<file path="src/rtl/serial1s_pkg.sv">
// Shared types and sizing for the ones-counting serial front end.
package serial1s_pkg;
  typedef enum logic {IDLE, SHIFT} state_t;

  localparam int WIDTH_DEFAULT = 8;

  function automatic int cnt_w(input int width);
    return $clog2(width + 1);
  endfunction
endpackage

</file>
<file path="src/rtl/serial1s_deser_if.sv">
// Serial input stream plus valid/ready word output toward the popcount stage.
interface serial1s_deser_if #(parameter int WIDTH = serial1s_pkg::WIDTH_DEFAULT);
  logic             sin_valid;
  logic             sin;
  logic             sin_start;
  logic [WIDTH-1:0] a;
  logic             a_valid;
  logic             a_ready;
  logic             overrun;
  logic [7:0]       words;

  modport master (output sin_valid, sin, sin_start, a_ready,
                  input  a, a_valid, overrun, words);
  modport slave  (input  sin_valid, sin, sin_start, a_ready,
                  output a, a_valid, overrun, words);
endinterface

</file>
<file path="src/rtl/serial1s_shreg.sv">
// Shift register and bit counter; flags the shift that completes a word.
module serial1s_shreg
  import serial1s_pkg::*;
#(
  parameter int WIDTH = WIDTH_DEFAULT
) (
  input  logic             clk,
  input  logic             reset,
  input  logic             shift,
  input  logic             restart,
  input  logic             din,
  output logic             done,
  output logic [WIDTH-1:0] word
);
  localparam int CW = cnt_w(WIDTH);

  // The oldest bit is never needed again once the word completes, so only
  // WIDTH-1 bits are stored; the incoming bit supplies the LSB of word.
  logic [WIDTH-2:0] shreg;
  logic [CW-1:0]    count;

  assign word = {shreg, din};
  assign done = shift && !restart && (count == CW'(WIDTH - 1));

  always_ff @(posedge clk or posedge reset) begin
    if (reset) begin
      shreg <= '0;
      count <= '0;
    end else if (shift) begin
      if (restart) begin
        shreg <= {{(WIDTH-2){1'b0}}, din};
        count <= CW'(1);
      end else begin
        shreg <= word[WIDTH-2:0];
        count <= done ? '0 : count + 1'b1;
      end
    end
  end
endmodule

</file>
<file path="src/rtl/serial1s_deser.sv">
// Framing FSM, one-word output holding register, overrun flag and word count.
module serial1s_deser
  import serial1s_pkg::*;
#(
  parameter int WIDTH = WIDTH_DEFAULT
) (
  input  logic             clk,
  input  logic             reset,
  serial1s_deser_if.slave  bus
);
  state_t           state, state_nxt;
  logic             shift, restart, done, take;
  logic [WIDTH-1:0] word;
  logic [WIDTH-1:0] a_q;
  logic             a_valid_q, overrun_q;
  logic [7:0]       words_q;

  serial1s_shreg #(.WIDTH(WIDTH)) u_shreg (
    .clk     (clk),
    .reset   (reset),
    .shift   (shift),
    .restart (restart),
    .din     (bus.sin),
    .done    (done),
    .word    (word)
  );

  always_ff @(posedge clk or posedge reset) begin
    if (reset) state <= IDLE;
    else       state <= state_nxt;
  end

  always_comb begin
    state_nxt = state;
    shift     = 1'b0;
    restart   = 1'b0;
    case (state)
      IDLE: if (bus.sin_valid && bus.sin_start) begin
        shift     = 1'b1;
        restart   = 1'b1;
        state_nxt = SHIFT;
      end
      SHIFT: if (bus.sin_valid) begin
        shift   = 1'b1;
        restart = bus.sin_start;
      end
      default: state_nxt = IDLE;
    endcase
  end

  // A completing word is taken if the holder is empty or drains this edge.
  assign take = done && (!a_valid_q || bus.a_ready);

  always_ff @(posedge clk or posedge reset) begin
    if (reset) begin
      a_q       <= '0;
      a_valid_q <= 1'b0;
      overrun_q <= 1'b0;
      words_q   <= '0;
    end else begin
      if (take) begin
        a_q       <= word;
        a_valid_q <= 1'b1;
        words_q   <= words_q + 8'd1;
      end else if (a_valid_q && bus.a_ready) begin
        a_valid_q <= 1'b0;
      end
      if (done && !take) overrun_q <= 1'b1;
    end
  end

  assign bus.a       = a_q;
  assign bus.a_valid = a_valid_q;
  assign bus.overrun = overrun_q;
  assign bus.words   = words_q;
endmodule

</file>
<file path="src/flat_wrapper.sv">
// flat-port wrapper written by rule: the top's interface ports become plain ports
module serial1s_deser_flat import serial1s_pkg::*;
#(
  parameter int WIDTH = WIDTH_DEFAULT
)
  (clk, reset, bus_sin_valid, bus_sin, bus_sin_start, bus_a_ready, bus_a, bus_a_valid, bus_overrun, bus_words);
  serial1s_deser_if #(.WIDTH(WIDTH)) bus_i ();
  input  logic clk;
  input  logic reset;
  input wire logic [$bits(bus_i.sin_valid)-1:0] bus_sin_valid;
  input wire logic [$bits(bus_i.sin)-1:0] bus_sin;
  input wire logic [$bits(bus_i.sin_start)-1:0] bus_sin_start;
  input wire logic [$bits(bus_i.a_ready)-1:0] bus_a_ready;
  output wire logic [$bits(bus_i.a)-1:0] bus_a;
  output wire logic [$bits(bus_i.a_valid)-1:0] bus_a_valid;
  output wire logic [$bits(bus_i.overrun)-1:0] bus_overrun;
  output wire logic [$bits(bus_i.words)-1:0] bus_words;
  assign bus_i.sin_valid = bus_sin_valid;
  assign bus_i.sin = bus_sin;
  assign bus_i.sin_start = bus_sin_start;
  assign bus_i.a_ready = bus_a_ready;
  assign bus_a = bus_i.a;
  assign bus_a_valid = bus_i.a_valid;
  assign bus_overrun = bus_i.overrun;
  assign bus_words = bus_i.words;
  serial1s_deser #(.WIDTH(WIDTH)) u_core (.clk(clk), .reset(reset), .bus(bus_i));
endmodule
</file>
<file path="config.mk">
export PLATFORM = sky130hd
export DESIGN_NAME = serial1s_deser_flat
export DESIGN_NICKNAME = d
export VERILOG_FILES = /design/src/rtl/serial1s_pkg.sv /design/src/rtl/serial1s_deser_if.sv /design/src/rtl/serial1s_shreg.sv /design/src/rtl/serial1s_deser.sv /design/src/flat_wrapper.sv
export SDC_FILE = /design/constraint.sdc
export NUM_CORES = 1
export LEC_CHECK = 0
export BUFFER_PORTS_ARGS = -buffer_cell sky130_fd_sc_hd__buf_2
export CORE_ASPECT_RATIO = 1.1
export CORE_MARGIN = 5
export CORE_UTILIZATION = 56
export DETAILED_ROUTE_END_ITERATION = 16
export PLACE_DENSITY_LB_ADDON = 0.2
export SYNTH_ARGS = -nofsm -noshare
export SYNTH_HDL_FRONTEND = slang
export SYNTH_SLANG_ARGS = --single-unit
</file>
<file path="constraint.sdc">
create_clock -name clk -period 3.4 [get_ports clk]
set_input_delay 0.34 -clock clk [delete_from_list [all_inputs] [get_ports clk]]
set_output_delay 0.34 -clock clk [all_outputs]
set_load 0.005 [all_outputs]
</file>
======== After elaboration in Yosys (flattened, before gate mapping) ========
Index checks and enable logic that the tools add are counted.
operators by class
  equal/unequal tests ..................... 1
  reductions and logical operators ........ 11
  multiplexer cells ....................... 11
  bitwise logic cells ..................... 1
  $add $sub $neg .......................... 2
operators by type and width
  kind                                            number
  adder 8 x 1 -> 8 bit (second input constant)    1
  two-way mux 4 bit                               2
  two-way mux 7 bit                               1
  logical AND 1 bit                               6
  two-way mux 1 bit                               6
  adder 4 x 1 -> 4 bit (second input constant)    1
  == test 4 x 3 -> 1 bit (second input constant)  1
  one-hot mux 1 bit (2 select lines)              2
  zero test 1 bit                                 3
  nonzero test 2 bit                              1
  logical OR 1 bit                                1
  NOT 1 bit                                       1
word-level totals
  bits in registers ....................... 30
  logic and storage cells ................. 33

======== Longest topological paths before layout ========
Gate-level depths: netlist (run 1).
  depth after elaboration ................. 9
  depth in mapped cells ................... 6
  mapped depth without buffers ............ 5

======== Cells and area by module ========
A second synthesis (run 1) with hierarchy kept.
second synthesis, totals
  cell total of the unflattened synthesis .. 112
  area, all modules ....................... 1406.3 um2
modules (own cells, without submodules)
  module          times used  cells each  area each (um2)
  serial1s_deser  1           58          862.1
  serial1s_shreg  1           54          544.3

======== Least setup slack after synthesis (run 1) ========
OpenSTA, ideal clock, no wires.
  path type ............................... reg2reg
  start point ............................. register u_core.u_shreg.count[0]
  end point ............................... register u_core.a_q[1] (netlist: u_core.bus.a[1])
  path buffers ............................ 1
  clock period less this slack ............ 1.656 ns
  setup slack ............................. 1.744 ns
  data arrival time ....................... 1.532 ns
  cell stages (with the launch flop) ...... 6
  cells stage by stage .................... dfrtp_1 -> ha_1 -> nand2_2 -> nor4_4 -> buf_6 -> mux2_2
between the ends
  longest elaborated chain between the ends .. 3
ends and longest elaborated chain
  what                      RTL line              RTL
  start: declaration        serial1s_shreg.sv:20  logic [CW-1:0] count;
  start signal: assignment  serial1s_shreg.sv:35  count <= done ? '0 : count + 1'b1;
  == test 4 x 3 -> 1 bit    serial1s_shreg.sv:23  assign done = shift && !restart && (count == CW'(WIDTH - 1));
  logical AND 1 bit         serial1s_shreg.sv:23
  logical AND 1 bit         serial1s_deser.sv:52  assign take = done && (!a_valid_q || bus.a_ready);
  end signal: assignment    serial1s_deser.sv:62  a_q <= word;
  end: declaration          serial1s_deser.sv:14  logic [WIDTH-1:0] a_q;
Every way passes these cells.
A chain may end at the register's enable or synchronous reset.

======== Worst setup path after layout (run 1) ========
Ends and elaborated chain as after synthesis.

==> summary.md, run 1 <==
| Metric | Value |
|---|---|
| Xor and xnor area share after synthesis | 5.169% |
| Placed instance area | 0.001436 mm² |
| CP arrival | 2.30 ns |
| Reg2Reg Depth | 4 |
| Psw | 225.3 µW |
| Fraction of layout cells with a size suffix above 1 | 38.89% |
| Synth Register Bits | 30 |
| TritonCTS clock tree | yes |
| Buffer and inverter count on the worst path | 0 |
| Avg Synthesized Cell Area | around 13 µm² |
| Synth area leaders | dfrtp_1 56%, mux2_2 8.5%, a22o_1 3.9%, xnor2_1 3.3%, buf_6 2.5% |
| Resized cells post-CTS | 0 |
| Die area | 0.003454 mm² |
| Critical Path Source | u_core.u_shreg.count[0] |
| Tcrit/Tclk final | 61.62% |
| Die height | roughly 61 µm |
| Status | finished clean |
| Seq pwr share | 57.1% |
| H-Tree Depth | 2 |
| Mapped Area | between 0.001 and 0.0015 mm² |
| Initial drt markers | 7 |
| CP Capture Point | u_core.bus.a[1] |
| R2r endpoint | u_core.bus.a[1] |
| FF-to-FF setup slack | 1.30 ns |
| Post-synth EDFFs | 0 |
| Final WL | 2.220 mm |
| Cell taking the most area after synthesis | dfrtp_1 |
| Simple-Gate Fraction of Synth Area | 14.57% |
| Crit-path leading delay family | simple AND/OR/NAND/NOR gates |
| Largest net degree at the start of global routing | 31 |
| RR Startpoint | u_core.u_shreg.count[0] |
| Commonest cells after routing, fill and taps aside | 30 x dfrtp_1, 23 x buf_2, 10 x mux2_2, 6 x a22o_1 |
| Tot Pwr | 788.0 µW |
| Ys async rst share | 100.0% |
| # setup viols final | 0 |
| RSZ-0062 raised after global routing | no |
| Fin nets | 133 |
| Slew margin rel. | between 20% and 30% |
| Cell count after synthesis | 99 |
| Post-Place Cells | between 100 and 150 |
| Type of the worst setup path | register to register |
| DP Wirelength | 1.557 mm |
| N_diodes | 0 |
| Final min period | 2.095 ns |
| Hold-fix buffers, CTS | 0 |
| Most common flop cell mapped by yosys | dfrtp_1 |
| Core area | 0.002252 mm² |
| Root buffer cell | clkbuf_4 |
| Hold Crit Start | bus_sin |
| Routed vias | 856 |
| Starting Density | 59.11% |
| Global-route wire length before repair | 4.057 mm |
| CTS Buf Count | 5 |
| Place WS | 1.294 ns |
| Main combinational cell family by area after synthesis | simple AND/OR/NAND/NOR gates |
| Total gr overflow | 0 |
| Pint | 562.7 µW |
| Worst setup SP type | register |
| GRT Util Overall | 15.93% |
| Sink Count | 30 |
| Least-Margin Pin Slew | 1.105 ns |
| Syn Nets | 107 |
| Fin Setup TNS | 0 ns |
| Crit path depth | 4 |
| Wire per inst | between 10 and 15 µm |
| Maxcap violations | 0 |
| Clock group share of total power | 27.5% |
| Post-CTS setup buffers | 0 |
| DRC Markers | 0 |
| CP Data Required Time | 3.61 ns |
| Power share of the combinational group | 15.5% |
| Post-route insts no fill | 156 |
| Worst path max stage delay | 0.80 ns |
| Final ANT Viol Nets | 0 |
| Critical path cell sequence | ha_1 > nand2_2 > nor4_4 > mux2_2 |
| Commonest non-fill, non-tap cell in the layout | dfrtp_1 |
| Worst setup EP type | register |
| Leak | between 0.0007 and 0.0008 µW |
| Worst-Skew Late Latency | 0.33 ns |
| Synth top area share | 56.39% |
| Via density | 5.487 |
| Clock transition at the registers of the reported paths | about 0.090 ns |
| Synth Area in Compound Gates | under 10% |
| Row count | 18 |
| PortBufs | 23 |
| I/O pins | 24 |
| Final worst slack | between 1 and 1.5 ns |
| Antenna violations before repair | 0 |
| Clk buf depth | 2 |
| First-pass DRT Iterations | 5 |
| Sequential area share after synthesis | 56.39% |
| Net Sw Frac | 28.59% |
| Synth cell types | 34 |
| DIE WIDTH | 56.49 µm |
| PwrDens | roughly 530 mW/mm² |
| Ys Warns | 0 |
| Vias in the first global route | just over 900 |
| Routability cong. | 0.6974 |
| Clk_skew | 0.01272 ns |
| Peak supply drop | approximately 430 µV |
| CP max stage cell | nor4_4 |
| Worst hold path type | input port to register |
| Fmax | 477.3 MHz |
| Final Instance Area | 0.001496 mm² |
| Final hold vios | 0 |
| Synth Area in Adders | under 10% |
| Area Overhead vs Synth | 12.41% |
| Mux contribution to synthesized area | 8.459% |
| Slew Viols, Final | 0 |
| Worst Path Max Fanout | 14 |
-- per-layer routing --
metal	wire, µm	vias to the layer above	part of all wire, %	track usage (%)
met5	0	-	0	0
met4	47	0	2.1	8.136
met3	94	5	4.2	6.289
met2	1129	18	51	27.06
met1	948	422	43	17.64
li1	-	411	-	-
-- cells by family (layout without fill, tap and decap cells) --
kind of cell,count (synthesis),in the layout
DFF,30,30
and+or+nand+nor,26,26
AOI/OAI and AO/OA,16,16
muxes,10,10
buffers and inverters,8,35
xor gates and xnor gates,7,7
adders and majority gates,2,2
-- area by class of cell --
class | instances | area [µm²]
clock buffer | 7 | 55.05
sequential | 30 | 750.7
multi-input combinational | 61 | 518.0
timing repair buffer | 23 | 115.1
fill | 194 | 755.7
tap | 30 | 37.54
inverter | 4 | 15.01
clock inverter | 1 | 5.005
-- through the flow --
stage                     utilization [%]  hold slack [ns]
after floorplan                         -           0.4308
after global placement              63.78           0.4326
after detailed placement            63.78           0.4490
after CTS                           66.44           0.2507
after global routing                66.44           0.2457
final                               66.44           0.2639
-- power by group through the flow --
stage | sequential [µW] | combinational (µW) | clock [µW]
global route | 459 | 141 | 250
CTS | 450 | 125 | 224
finish | 450 | 122 | 217
global placement | 452 | 120 | 0
floorplan | 449 | 85.4 | 0
detailed placement | 456 | 124 | 0
-- state kept, by name, summed over array words and instances (netlist names) --
signal and flops:
u_core.bus.a 8, u_core.u_shreg.shreg 7, u_core.bus.a_valid 1, u_core.state 1, u_core.u_shreg.count 4, u_core.bus.overrun 1
u_core.bus.words 8
-- synthesized netlist by cell type, types with 2 or more instances --
master and instances:
buf_6 3, nand3_1 2, xnor2_1 5, o22ai_1 3, dfrtp_1 30, nand2_1 5, nor3_1 2, inv_1 4
a22o_1 6, ha_1 2, a21oi_1 2, mux2_2 10, nor2_1 3, nand4_1 2
-- worst min-delay path by stage --
| stage | endpoint | slack, ns | depth (start not counted) |
|---|---|---|---|
| after floorplan | u_core.bus.a[0] | 0.43 | 1 |
| after global placement | u_core.bus.overrun | 0.43 | 1 |
| after detailed placement | u_core.bus.overrun | 0.45 | 1 |
| after CTS | u_core.bus.a[0] | 0.25 | 2 |
| after global routing | u_core.u_shreg.shreg[0] | 0.25 | 2 |
| final | u_core.bus.a[0] | 0.26 | 2 |
No activity file was read; power rests on OpenSTA's default activity.
==> run 2: changes to the inputs <==
--- a/config.mk
+++ b/config.mk
@@ -5,10 +5,11 @@
 export SDC_FILE = /design/constraint.sdc
 export NUM_CORES = 1
 export LEC_CHECK = 0
+export ABC_AREA = 1
 export BUFFER_PORTS_ARGS = -buffer_cell sky130_fd_sc_hd__buf_2
 export CORE_ASPECT_RATIO = 1.1
 export CORE_MARGIN = 5
-export CORE_UTILIZATION = 56
+export CORE_UTILIZATION = 49
 export DETAILED_ROUTE_END_ITERATION = 16
 export PLACE_DENSITY_LB_ADDON = 0.2
 export SYNTH_ARGS = -nofsm -noshare
==> constraint.sdc (replaced) <==
create_clock -name clk -period 1.7 [get_ports clk]
set_input_delay 0.17 -clock clk [delete_from_list [all_inputs] [get_ports clk]]
set_output_delay 0.17 -clock clk [all_outputs]
set_load 0.005 [all_outputs]
==> summary.md, run 2 <==
| Metric | Value |
|---|---|
| Synth Register Bits | 30 (unchanged) |
| Fraction of layout cells with a size suffix above 1 | 20.73% (-18 points) |
| Worst path max stage delay | 0.41 ns (-0.39 ns) |
| Sequential area share after synthesis | 54.05% (-2.3 points) |
| Total gr overflow | 0 (unchanged) |
| Synth Area in Adders | 1.802% (-0.078 points) |
| Synth area leaders | dfrtp_1 54%, nand2_1 19%, inv_1 4.9%, nand3_1 2.5%, nor2_4 2.4% |
| Pint | 1146 µW (+100%) |
| # setup viols final | 0 (unchanged) |
| Least-Margin Pin Slew | 0.3664 ns (-0.7384 ns) |
| Largest net degree at the start of global routing | 31 (unchanged) |
| Clock transition at the registers of the reported paths | 0.09 ns (about the same) |
| Worst setup EP type | register |
| Core area | 0.002753 mm² (+22%) |
| RSZ-0062 raised after global routing | no |
| PortBufs | 23 (unchanged) |
| Wire per inst | 11.40 µm (-20%) |
| DRC Markers | 0 (unchanged) |
| N_diodes | 0 (unchanged) |
| Die height | 65.84 µm (+7.7%) |
| Avg Synthesized Cell Area | 8.520 µm² (-37%) |
| H-Tree Depth | 2 (unchanged) |
| Sink Count | 30 (unchanged) |
| Net Sw Frac | 23.11% (-5.5 points) |
| DIE WIDTH | 60.76 µm (+7.6%) |
| Vias in the first global route | 1,109 (+22%) |
| Synth cell types | 22 (-35%) |
| Starting Density | 50.45% (-8.7 points) |
| Cell count after synthesis | 163 (+65%) |
| Power share of the combinational group | 8.9% (-6.6 points) |
| CP max stage cell | dfrtp_1 |
| Worst setup SP type | register |
| Most common library cells after synthesis | 71 x nand2_1, 30 x dfrtp_1, 18 x inv_1, 7 x nand3_1, 6 x nor2_1 |
| Simple-Gate Fraction of Synth Area | 29.37% (+15 points) |
| Critical path cell sequence | ha_1 > nand2_2 > nor2_4 > nand2_4 > nor2_8 > inv_4 > nand2_1 > nand2_1 |
| Clk_skew | 0.008690 ns (-0.004034 ns) |
| Final ANT Viol Nets | 0 (unchanged) |
| Peak supply drop | 697.3 µV (+64%) |
| Type of the worst setup path | register to register |
| Mux contribution to synthesized area | 0% (-8.5 points) |
| DP Wirelength | 1.882 mm (+21%) |
| Mapped Area | 0.001389 mm² (+4.3%) |
| Commonest non-fill, non-tap cell in the layout | nand2_1 |
| Final min period | 1.514 ns (-0.5816 ns) |
| Tot Pwr | 1490 µW (+89%) |
| I/O pins | 24 (unchanged) |
| Initial drt markers | 59 (+52) |
| Antenna violations before repair | 0 (unchanged) |
| Syn Nets | 171 (+60%) |
| Cell taking the most area after synthesis | dfrtp_1 |
| Xor and xnor area share after synthesis | 1.261% (-3.9 points) |
| CP Data Required Time | 1.92 ns (-1.69 ns) |
| Via density | 4.925 (-10%) |
| GRT Util Overall | 16.02% (+0.089 points) |
| Area Overhead vs Synth | 16.76% |
| Status | finished clean |
| Commonest cells after routing, fill and taps aside | 71 x nand2_1, 30 x dfrtp_1, 23 x buf_2, 18 x inv_1, 7 x nand3_1 |
| Tcrit/Tclk final | 89.03% (+27 points) |
| Clk buf depth | 2 (unchanged) |
| Leak | 0.0009098 µW (+17%) |
| CTS Buf Count | 5 (unchanged) |
| Psw | 344.3 µW (+53%) |
| CP arrival | 1.73 ns (-0.57 ns) |
| Synth Area in Compound Gates | 6.306% (-2.5 points) |
| Row count | 20 (+2) |
| Worst-Skew Late Latency | 0.32 ns (about the same) |
| Final WL | 2.576 mm (+16%) |
| Synth top area share | 54.05% (-2.3 points) |
| First-pass DRT Iterations | 4 (-1) |
| Most common flop cell mapped by yosys | dfrtp_1 |
| Clock group share of total power | 38.3% (+11 points) |
| Global-route wire length before repair | 4.747 mm (+17%) |
| Ys Warns | 0 (unchanged) |
| PwrDens | 918.8 mW/mm² (+74%) |
| Routability cong. | 0.8381 (+20%) |
| Final hold vios | 0 (unchanged) |
| Maxcap violations | 0 (unchanged) |
| Fmax | 660.7 MHz (+38%) |
| Fin nets | 201 (+51%) |
| Worst Path Max Fanout | 17 (+3) |
| Main combinational cell family by area after synthesis | simple AND/OR/NAND/NOR gates |
| Count leader, synth | nand2_1 |
| Seq pwr share | 52.8% (-4.3 points) |
| Hold_ws | 0.08334 ns (-0.1806 ns) |
| Most used cell, CP | nand2_1 |
| Fin Setup TNS | 0 ns (unchanged) |
| Post-synth EDFFs | 0 (unchanged) |
| Routed vias | 1,113 (+30%) |
| Resized cells post-CTS | 0 (unchanged) |
| Die area | 0.004000 mm² (+16%) |
| Slew margin rel. | 75.57% (+49 points) |
| TritonCTS clock tree | yes |
| Ys async rst share | 100.0% (unchanged) |
| Root buffer cell | clkbuf_4 |
| Worst hold path type | input port to register |
| Slew Viols, Final | 0 (unchanged) |
==> run 2: changes by cell type after synthesis, moves of 2 or more <==
cell | before | now
a22o_1 | 6 | 1
inv_1 | 4 | 18
mux2_2 | 10 | 0
nand2_1 | 5 | 71
nand3_1 | 2 | 7
nor2_1 | 3 | 6
nor2_4 | 0 | 3
nor3_1 | 2 | 0
o21ai_0 | 0 | 4
o21ai_1 | 1 | 3
o22ai_1 | 3 | 5
xnor2_1 | 5 | 1
==> run 2: power groups by stage <==
| stage | clock network (µW) | logic [µW] | registers (µW) |
|---|---|---|---|
| 3_5_place_dp | 0 | 132 | 800 |
| 2_1_floorplan | 0 | 78.9 | 797 |
| 3_3_place_gp | 0 | 126 | 799 |
| 5_1_grt | 627 | 152 | 794 |
| 6_report | 571 | 132 | 787 |
| 4_1_cts | 589 | 135 | 786 |
==> run 2: layer usage <==
layer	global-route usage, %	wire length, µm	vias up	share of wire [%]
li1	-	-	565	-
met1	18.66	1088	517	42
met3	4.883	140	4	5.4
met5	0	0	-	0
met4	7.317	40	0	1.6
met2	26.47	1308	27	51
==> run 2: metrics by stage <==
stage | cells | instance area (µm²) | setup WS [ns] | utilization [%]
after floorplan | 163 | 1389 | 0.3376 | -
after global placement | 218 | 1530 | 0.2666 | 55.59
after detailed placement | 218 | 1530 | 0.1902 | 55.59
after CTS | 226 | 1622 | 0.1860 | 58.91
after global routing | 226 | 1622 | 0.02595 | 58.91
final | 226 | 1622 | 0.1864 | 58.91
==> run 2: cell type report <==
class,count,area (µm²)
inverter,20,77.57
timing repair buffer,25,132.6
tap,33,41.29
clock inverter,1,30.03
multi-input combinational,111,538.0
clock buffer,6,51.30
fill,242,1131
sequential,30,750.7
==> run 2: repair_timing <==
action | 4_1_cts | 5_1_grt
buffers inserted | 0 | 0
endpoints found under the hold margin | 30 | 0
hold buffers | 1 | 0
==> run 2: cell families after synthesis <==
family / after synthesis
AND/OR/NAND/NOR: 92
flip-flops: 30
XOR/XNOR: 2
AO/OA/AOI/OAI: 15
buffers and inverters: 22
adder cells (fa/ha/maj): 2
==> run 2: final timing paths <==
kind                                          from                       to  slack (ns)  cells after the start
max                        u_core.u_shreg.count[0]      u_core.bus.words[1]        0.19                      8
min                                        bus_sin          u_core.bus.a[0]        0.08                      3
max reg2reg                u_core.u_shreg.count[0]      u_core.bus.words[1]        0.19                      8
min reg2reg                        u_core.bus.a[2]          u_core.bus.a[2]        0.47                      2
max in group asynchronous                    reset  u_core.u_shreg.shreg[6]        0.96                      4
min in group asynchronous                    reset      u_core.bus.words[7]        0.46                      4
==> run 2: critical path, delay by kind of cell, from the launching register on <==
family / cells / cell delay [ns]
flip-flops: 1 / 0.41
AND/OR/NAND/NOR: 6 / 0.64
adder cells (fa/ha/maj): 1 / 0.23
buffers and inverters: 1 / 0.13
